`config.mk`:
```
export PLATFORM = sky130hd
export DESIGN_NAME = dijkstra_relax_controller
export DESIGN_NICKNAME = d
export VERILOG_FILES = /design/src/rtl/dijkstra_relax_controller_pkg.sv /design/src/rtl/dijkstra_relax_controller_pred_table.sv /design/src/rtl/dijkstra_relax_controller.sv
export SDC_FILE = /design/constraint.sdc
export NUM_CORES = 1
export LEC_CHECK = 0
export CORE_MARGIN = 8
export CORE_UTILIZATION = 50
export CTS_CLUSTER_DIAMETER = 100
export DETAILED_ROUTE_END_ITERATION = 7
export HOLD_SLACK_MARGIN = 0.1
export PLACE_DENSITY_LB_ADDON = 0.08
export SLEW_MARGIN = 10
export SYNTH_ARGS = -nofsm -noshare
export SYNTH_HDL_FRONTEND = slang
export SYNTH_SLANG_ARGS = --single-unit
```
`constraint.sdc`:
```
create_clock -name clock -period 6.1 [get_ports clock]
set_input_delay 1.525 -clock clock [delete_from_list [all_inputs] [get_ports clock]]
set_output_delay 1.525 -clock clock [all_outputs]
set_load 0.05 [all_outputs]
```
`src/rtl/dijkstra_relax_controller_pkg.sv`:
```
// rtl/dijkstra_relax_controller_pkg.sv - shared widths, markers and FSM state encoding
package dijkstra_relax_controller_pkg;
   localparam int DEFAULT_MAX_NODES   = 4;
   localparam int DEFAULT_INDEX_WIDTH = 2;
   localparam int DEFAULT_VALUE_WIDTH = 8;

   localparam logic UNVISITED = 1'b0;

   typedef enum logic [2:0] {
      IDLE,
      INIT,
      SELECT,
      FETCH,
      RELAX,
      DONE
   } state_e;
endpackage

```
`src/rtl/dijkstra_relax_controller_pred_table.sv`:
```
// rtl/dijkstra_relax_controller_pred_table.sv - predecessor register file, init-all or write-one
module dijkstra_relax_controller_pred_table
   import dijkstra_relax_controller_pkg::*;
#(
   parameter int MAX_NODES   = DEFAULT_MAX_NODES,
   parameter int INDEX_WIDTH = DEFAULT_INDEX_WIDTH
) (
   input  logic                   clock,
   input  logic                   reset,
   input  logic                   init_all,
   input  logic [INDEX_WIDTH-1:0] init_value,
   input  logic                   wr_en,
   input  logic [INDEX_WIDTH-1:0] wr_index,
   input  logic [INDEX_WIDTH-1:0] wr_value,
   input  logic [INDEX_WIDTH-1:0] rd_index,
   output logic [INDEX_WIDTH-1:0] rd_value
);

   logic [INDEX_WIDTH-1:0] entries_q [MAX_NODES];
   logic [INDEX_WIDTH-1:0] entries_d [MAX_NODES];

   always_comb begin
      entries_d = entries_q;
      if (init_all) begin
         for (int i = 0; i < MAX_NODES; i++) begin
            entries_d[i] = init_value;
         end
      end else if (wr_en) begin
         entries_d[wr_index] = wr_value;
      end
   end

   always_ff @(posedge clock or negedge reset) begin
      if (!reset) begin
         entries_q <= '{default: '0};
      end else begin
         entries_q <= entries_d;
      end
   end

   assign rd_value = entries_q[rd_index];

endmodule

```
`src/rtl/dijkstra_relax_controller.sv`:
```
// rtl/dijkstra_relax_controller.sv - Dijkstra round sequencer: select min node, relax its row
module dijkstra_relax_controller
   import dijkstra_relax_controller_pkg::*;
#(
   parameter int MAX_NODES   = DEFAULT_MAX_NODES,
   parameter int INDEX_WIDTH = DEFAULT_INDEX_WIDTH,
   parameter int VALUE_WIDTH = DEFAULT_VALUE_WIDTH
) (
   input  logic                   clock,
   input  logic                   reset,
   input  logic                   start,
   input  logic [INDEX_WIDTH-1:0] source,
   output logic                   busy,
   output logic                   done,
   output logic [INDEX_WIDTH-1:0] adj_row,
   output logic [INDEX_WIDTH-1:0] adj_col,
   input  logic [VALUE_WIDTH-1:0] adj_weight,
   output logic                   pq_init,
   output logic                   pq_set_en,
   output logic [INDEX_WIDTH-1:0] pq_index,
   output logic [VALUE_WIDTH-1:0] pq_write_value,
   input  logic [VALUE_WIDTH-1:0] pq_read_value,
   input  logic [INDEX_WIDTH-1:0] pq_min_index,
   input  logic [VALUE_WIDTH-1:0] pq_min_value,
   output logic [MAX_NODES-1:0]   visited_vector,
   input  logic [INDEX_WIDTH-1:0] pred_index,
   output logic [INDEX_WIDTH-1:0] pred_value
);

   localparam logic [VALUE_WIDTH-1:0] INFINITY  = '1;
   localparam logic [INDEX_WIDTH-1:0] LAST_NODE = INDEX_WIDTH'(MAX_NODES - 1);

   state_e                 state_q, state_d;
   logic                   busy_q, busy_d;
   logic                   done_q, done_d;
   logic                   pq_init_q, pq_init_d;
   logic [INDEX_WIDTH-1:0] pq_index_q, pq_index_d;
   logic [INDEX_WIDTH-1:0] adj_row_q, adj_row_d;
   logic [INDEX_WIDTH-1:0] adj_col_q, adj_col_d;
   logic [INDEX_WIDTH-1:0] src_q, src_d;
   logic [INDEX_WIDTH-1:0] cur_q, cur_d;
   logic [INDEX_WIDTH-1:0] nbr_q, nbr_d;
   logic [VALUE_WIDTH-1:0] cur_dist_q, cur_dist_d;
   logic [MAX_NODES-1:0]   visited_q, visited_d;
   logic [VALUE_WIDTH:0]   sum;
   logic                   relax_write;

   // Weight arrives one cycle after FETCH, so the write decision is made combinationally in RELAX.
   always_comb begin
      sum         = {1'b0, cur_dist_q} + {1'b0, adj_weight};
      relax_write = (state_q == RELAX) && (visited_q[nbr_q] == UNVISITED) &&
                    (adj_weight != INFINITY) && (sum < {1'b0, INFINITY}) &&
                    (sum < {1'b0, pq_read_value});
   end

   always_comb begin
      state_d    = state_q;
      busy_d     = busy_q;
      done_d     = 1'b0;
      pq_init_d  = 1'b0;
      pq_index_d = pq_index_q;
      adj_row_d  = adj_row_q;
      adj_col_d  = adj_col_q;
      src_d      = src_q;
      cur_d      = cur_q;
      nbr_d      = nbr_q;
      cur_dist_d = cur_dist_q;
      visited_d  = visited_q;
      case (state_q)
         IDLE: begin
            if (start) begin
               state_d    = INIT;
               src_d      = source;
               busy_d     = 1'b1;
               pq_init_d  = 1'b1;
               pq_index_d = source;
               visited_d  = {MAX_NODES{UNVISITED}};
            end
         end
         INIT: state_d = SELECT;
         SELECT: begin
            if ((&visited_q) || (pq_min_value == INFINITY)) begin
               state_d = DONE;
               done_d  = 1'b1;
            end else begin
               state_d                 = FETCH;
               cur_d                   = pq_min_index;
               cur_dist_d              = pq_min_value;
               visited_d[pq_min_index] = ~UNVISITED;
               nbr_d                   = '0;
               adj_row_d               = pq_min_index;
               adj_col_d               = '0;
            end
         end
         FETCH: begin
            state_d    = RELAX;
            pq_index_d = nbr_q;
         end
         RELAX: begin
            if (nbr_q == LAST_NODE) begin
               state_d = SELECT;
            end else begin
               state_d   = FETCH;
               nbr_d     = nbr_q + 1'b1;
               adj_col_d = nbr_q + 1'b1;
            end
         end
         DONE: begin
            state_d = IDLE;
            busy_d  = 1'b0;
         end
         default: state_d = IDLE;
      endcase
   end

   always_ff @(posedge clock or negedge reset) begin
      if (!reset) begin
         state_q    <= IDLE;
         busy_q     <= 1'b0;
         done_q     <= 1'b0;
         pq_init_q  <= 1'b0;
         pq_index_q <= '0;
         adj_row_q  <= '0;
         adj_col_q  <= '0;
         src_q      <= '0;
         cur_q      <= '0;
         nbr_q      <= '0;
         cur_dist_q <= '0;
         visited_q  <= '0;
      end else begin
         state_q    <= state_d;
         busy_q     <= busy_d;
         done_q     <= done_d;
         pq_init_q  <= pq_init_d;
         pq_index_q <= pq_index_d;
         adj_row_q  <= adj_row_d;
         adj_col_q  <= adj_col_d;
         src_q      <= src_d;
         cur_q      <= cur_d;
         nbr_q      <= nbr_d;
         cur_dist_q <= cur_dist_d;
         visited_q  <= visited_d;
      end
   end

   dijkstra_relax_controller_pred_table #(
      .MAX_NODES  (MAX_NODES),
      .INDEX_WIDTH(INDEX_WIDTH)
   ) u_pred_table (
      .clock     (clock),
      .reset     (reset),
      .init_all  (state_q == INIT),
      .init_value(src_q),
      .wr_en     (relax_write),
      .wr_index  (nbr_q),
      .wr_value  (cur_q),
      .rd_index  (pred_index),
      .rd_value  (pred_value)
   );

   assign busy           = busy_q;
   assign done           = done_q;
   assign pq_init        = pq_init_q;
   assign pq_index       = pq_index_q;
   assign adj_row        = adj_row_q;
   assign adj_col        = adj_col_q;
   assign visited_vector = visited_q;
   assign pq_set_en      = relax_write;
   assign pq_write_value = relax_write ? sum[VALUE_WIDTH-1:0] : '0;

endmodule
```
======== Yosys cells after proc, flatten, opt, wreduce, memory -nomap -nowiden ========
Index checks and enable logic that the tools add are counted.
cells by class
  add/sub/neg operators ................... 2
  order comparisons ....................... 8
  equality and inequality tests ........... 11
  mux-type cells .......................... 31
  bitwise logic cells ..................... 5
  reductions and logical operators ........ 20
operators by type and width
  operator                                                   count
  2-to-1 mux 8 bit                                           3
  case mux 3 bit (5 select lines)                            1
  2-to-1 mux 2 bit                                           6
  nonzero test 2 bit                                         5
  adder 8 x 8 -> 9 bit                                       1
  < comparator 9 x 8 -> 1 bit                                1
  < comparator 9 x 8 -> 1 bit (second input constant)        1
  bitwise mux 8 bit                                          1
  == test 8 bit (second input constant)                      1
  2-to-1 mux 1 bit                                           8
  2-to-1 mux 4 bit                                           2
  != test 8 bit (second input constant)                      1
  case mux 2 bit (2 select lines)                            2
  case mux 4 bit (2 select lines)                            1
  AND reduction 2 bit                                        4
  == test 3 x 2 -> 1 bit (second input constant)             2
  == test 3 bit (second input constant)                      2
  greater-or-equal comparator 3 bit (second input constant)  2
  logical AND 1 bit                                          6
  < comparator 2 x 3 -> 1 bit (second input constant)        2
  2-to-1 mux 3 bit                                           2
  != test 2 bit (second input constant)                      3
  NOT 2 -> 3 bit                                             2
  AND reduction 3 bit                                        2
  other kinds (15)                                           16
storage, ports and cells
  register bits after elaboration ......... 34
  output and inout port bits .............. 24
  word-level logic and storage cells ...... 91

======== Longest topological paths before layout ========
  depth in word-level cells ............... 9
  gate-level depth with buffers ........... 13
  gate-level depth less buffers ........... 12

======== Cells and area by module ========
Synthesis repeated with hierarchy kept, for this count alone.
unflattened totals
  cell total of the unflattened synthesis .. 232
  area total of the unflattened synthesis .. 2275.9 um2
by module, submodules not included
  module                                times used  cells each  area an instance (um2)  seq. area each (um2)
  dijkstra_relax_controller             1           187         1834.3                  650.6
  dijkstra_relax_controller_pred_table  1           45          441.7                   200.2

======== Least setup slack after synthesis ========
No wires, ideal clock.
  path type ............................... input to output
  from .................................... input adj_weight[0]
  to ...................................... output pq_write_value[3]
  arrival time ............................ 5249 ps
  slack ................................... -674 ps
  stages on the path ...................... 13
  buffers on the path ..................... 1
  cell sequence ........................... ha_1 > fa_1 > a211oi_1 > nor2_1 > o311ai_1 > ha_1 > a211o_1 > a21oi_1 > o21ai_0 > a211oi_4 > buf_6 > nand2_1 > nor3_1
between the ends
  longest elaborated chain between the ends .. 5
RTL lines
  item                                                                     RTL line                                                          text
  start: declaration                                                       dijkstra_relax_controller.sv:17                                   input logic [VALUE_WIDTH-1:0] adj_weight,
  adder 8 x 8 -> 9 bit / != test 8 bit (equally long branches)             dijkstra_relax_controller.sv:50, dijkstra_relax_controller.sv:52
  < comparator 9 x 8 -> 1 bit / logical AND 1 bit (equally long branches)  dijkstra_relax_controller.sv:52, dijkstra_relax_controller.sv:51
  logical AND 1 bit (2 in a row)                                           dijkstra_relax_controller.sv:52                                   (adj_weight != INFINITY) && (sum < {1'b0, INFINITY}) &&
  2-to-1 mux 8 bit (*)                                                     dijkstra_relax_controller.sv:169                                  assign pq_write_value = relax_write ? sum[VALUE_WIDTH-1:0] : '0;
  end: declaration                                                         dijkstra_relax_controller.sv:21                                   output logic [VALUE_WIDTH-1:0] pq_write_value,
Mark *: on every way between the ends. The rest lies on a longest branch, timed or not.

======== Worst setup path after layout ========
Same ends and word-level chain as after synthesis.

==> summary.md <==
| Metric | Value |
|---|---|
| Async S/R FF share, synth | `100%` |
| Dominant cells by area after synthesis | `dfrtp_1, ha_1, nand2_1` |
| Max_cap viols | `0` |
| Final hold violation count | `0` |
| Ratio of cells with drive above 1 in the final layout | `30.9%` |
| Average size of a mapped cell | `9.33 µm²` |
| Yosys top cell area share | `36.5%` |
| Cells after Synth | `250` |
| CP max-delay cell | `fa_2` |
| FP Rows | `25` |
| Status | `finished clean` |
| CP cell instances | `clkbuf_2 > ha_2 > fa_2 > a211oi_2 > nor2_2 > o311ai_2 > ha_1 > a211o_1 > a21oi_1 > o21ai_1 > a211oi_4 > nand2_2 > nor3_4 > buf_12` |
| Final Slew Violations | `0` |
| Leakage power figure | `1.69 nW` |
| Clk Latency, worst-skew pair | `0.28 ns` |
| Pin count of the biggest net entering global routing | `35` |
| Critical path's largest stage delay | `0.37 ns` |
| Period minus WS final | `5.98 ns` |
| Worst clock skew | `0.00979 ns` |
| Post-DP Area | `3250 µm²` |
| Port Buffer Count | `56` |
| Initial antenna violation count | `0` |
| CP required | `4.58 ns` |
| Post-Syn Area | `2330 µm²` |
| Final worst-path setup slack | `0.125 ns` |
| Cell Pwr Density | `534 nW/µm²` |
| Initial DRC Count | `81` |
| Crit. End Element | `primary output` |
| DP Worst Slack | `-0.363 ns` |
| Detailed-router iteration count before antenna repair | `4` |
| Fmax | `167 MHz` |
| Kind of critical path | `in2out` |
| Crit-path leading delay family | `compound AO/OA/AOI/OAI gates` |
| Die width | `84.3 µm` |
| I/O pin cnt | `57` |
| Setup violators final | `0` |
| Most common flop cell mapped by yosys | `dfrtp_1` |
| Via count | `2308` |
| Root buffer cell | `clkbuf_8` |
| Synth top cells by count | `nand2_1, dfrtp_1, nor2_1, ha_1, inv_1` |
| H-tree levels | `2` |
| DRC viols | `0` |
| R2r startpoint | `cur_dist_q[0]` |
| Sequential area share after synthesis | `36.5%` |
| Drt total wl | `6.81 mm` |
| Inserted Clock Buffers | `5` |
| Chip Height | `84.3 µm` |
| CTS clk-pin slew, worst paths | `0.06 ns` |
| DP HPWL | `5.05 mm` |
| Hold path start | `cur_dist_q[4]` |
| Multi-input combinational cell area | `1500 µm²` |
| Count leader, synth | `nand2_1` |
| Storage cell area | `851 µm²` |
| CTS Hold Buffers Added | `0` |
| Final core utilization | `77.1%` |
| Vias in the first global route | `2291` |
| WL per Instance | `16.9 µm` |
| Ys Warns | `0` |
| Area Overhead vs Synth | `52.0%` |
| FILL cells | `328` |
| CTS sink count | `34` |
| Layout net count | `403` |
| Initial core utilization | `50.7%` |
| Post-synth EDFFs | `0` |
| Worst Path Buf+Inv | `2` |
| Worst Setup SP | `adj_weight[0]` |
| Least-Margin Pin Slew | `0.777 ns` |
| Final Wtd Congestion | `0.832` |
| Data arrival, critical path | `4.45 ns` |
| Total GRT Usage | `18.9%` |
| Final Instance Area | `3540 µm²` |
| Rel. slew slack | `48.0%` |
| Area leader, netlist | `dfrtp_1` |
| Setup crit start kind | `input pin` |
| Antenna Nets Post-Route | `0` |
| GRT Residual Overflow | `0` |
| CTS tree | `done` |
| Final period utilization | `98.0%` |
| First-pass GRT wire length | `11.1 mm` |
| Hold crit path type | `reg2reg` |
| Via/cell ratio | `5.71` |
| Mapped Nets | `303` |
| Post-synthesis cell type count | `53` |
| Synth Register Bits | `34` |
| Core area | `4600 µm²` |
| CP max FO | `3` |
| Worst IR Drop VDD | `0.000331 V` |
| Die Outline Area | `7110 µm²` |
| Ant diodes | `0` |
| Clock Tree Buf Depth | `2` |
-- timing repair --
item,4_1_cts,5_1_grt
pin swaps,13,18
setup endpoints to repair,9,9
resized for setup,19,13
setup buffers,13,5
-- metal layers --
layer | GRT usage, % | vias up | share of wire [%]
li1 | - | 1104 | -
met1 | 24.3 | 1093 | 42
met2 | 30.6 | 95 | 48
met3 | 4.65 | 16 | 7.4
met4 | 4.87 | 0 | 1.8
met5 | 0 | - | 0
-- through the flow --
step	power (mW)	hold slack, ns	TNS [ns]	instances
2_1_floorplan	1.13	0.450	0	250
3_3_place_gp	1.50	0.464	-2.30	379
3_5_place_dp	1.53	0.469	-2.95	379
4_1_cts	1.82	0.497	-0.102	399
5_1_grt	2.02	0.520	-0.0110	404
6_report	1.89	0.497	0	404
-- cells in the final DEF (no fill, tap or decap), drive strengths merged, types with 2 or more instances in the layout --
| cell | instances |
|---|---|
| and3 | 6 |
| mux4 | 3 |
| o311ai | 2 |
| buf | 54 |
| or4 | 2 |
| mux2i | 2 |
| a21oi | 9 |
| and2 | 2 |
| o21a | 3 |
| dlygate4sd2 | 4 |
| inv | 12 |
| a31oi | 7 |
| dfrtp | 34 |
| a211o | 4 |
| or2 | 4 |
| clkbuf | 10 |
| nor3 | 3 |
| nor2 | 21 |
| nand2b | 5 |
| nor2b | 4 |
| ha | 19 |
| o21ai | 8 |
| nand3 | 10 |
| clkdlybuf4s50 | 39 |
| nand2 | 43 |
| mux2 | 11 |
| a211oi | 3 |
| a21o | 2 |
| nand4 | 8 |
-- logic make-up (layout without fill, tap and decap cells) --
logic type	after synthesis	count (layout)	share of synthesized area (%)
adder cells (fa/ha/maj)	20	20	11.1
buffers and inverters	20	120	4.18
XOR/XNOR	1	1	0.376
AO/OA/AOI/OAI	47	47	15.2
multiplexers	16	16	9.23
AND/OR/NAND/NOR	112	112	23.4
flip-flops	34	34	36.5
-- registers in the layout (all words and copies together) (netlist names) --
register and flops:
cur_dist_q 8, src_q 2, u_pred_table.entries_q 8, pq_index 2, cur_q 2, nbr_q 2
state_q 3, pq_init 1, visited_vector 4, done 1, busy 1
-- where the power goes --
| group | switching, mW | internal (mW) |
|---|---|---|
| Combinational | 0.665 | 0.593 |
| Sequential | 0.102 | 0.324 |
| Clock | 0.0773 | 0.131 |
| Total | 0.845 | 1.05 |
-- final cells by class --
| class | instances | area share [%] |
|---|---|---|
| Clock buffer | 6 | 2.33 |
| Clock inverter | 1 | 0.847 |
| Inverter | 12 | 1.27 |
| Multi-Input combinational cell | 196 | 42.4 |
| Sequential cell | 34 | 24.0 |
| Tap cell | 54 | 1.91 |
| Timing Repair Buffer | 101 | 27.3 |
-- tightest hold or removal path, cell delays in order, from the launching register on --
cell and delay, ns:
dfrtp_1 0.35, nand2_1 0.06, nand2_1 0.06
-- final timing paths --
kind	to	slack, ns	cells past startpoint
max	pq_write_value[3]	0.12	14
min	cur_dist_q[4]	0.50	2
max reg2reg	u_pred_table.entries_q[6]	2.25	20
min reg2reg	cur_dist_q[4]	0.50	2
max in group asynchronous	cur_dist_q[7]	4.13	2
min in group asynchronous	u_pred_table.entries_q[4]	1.65	2
(Power assumes the default switching activity.)
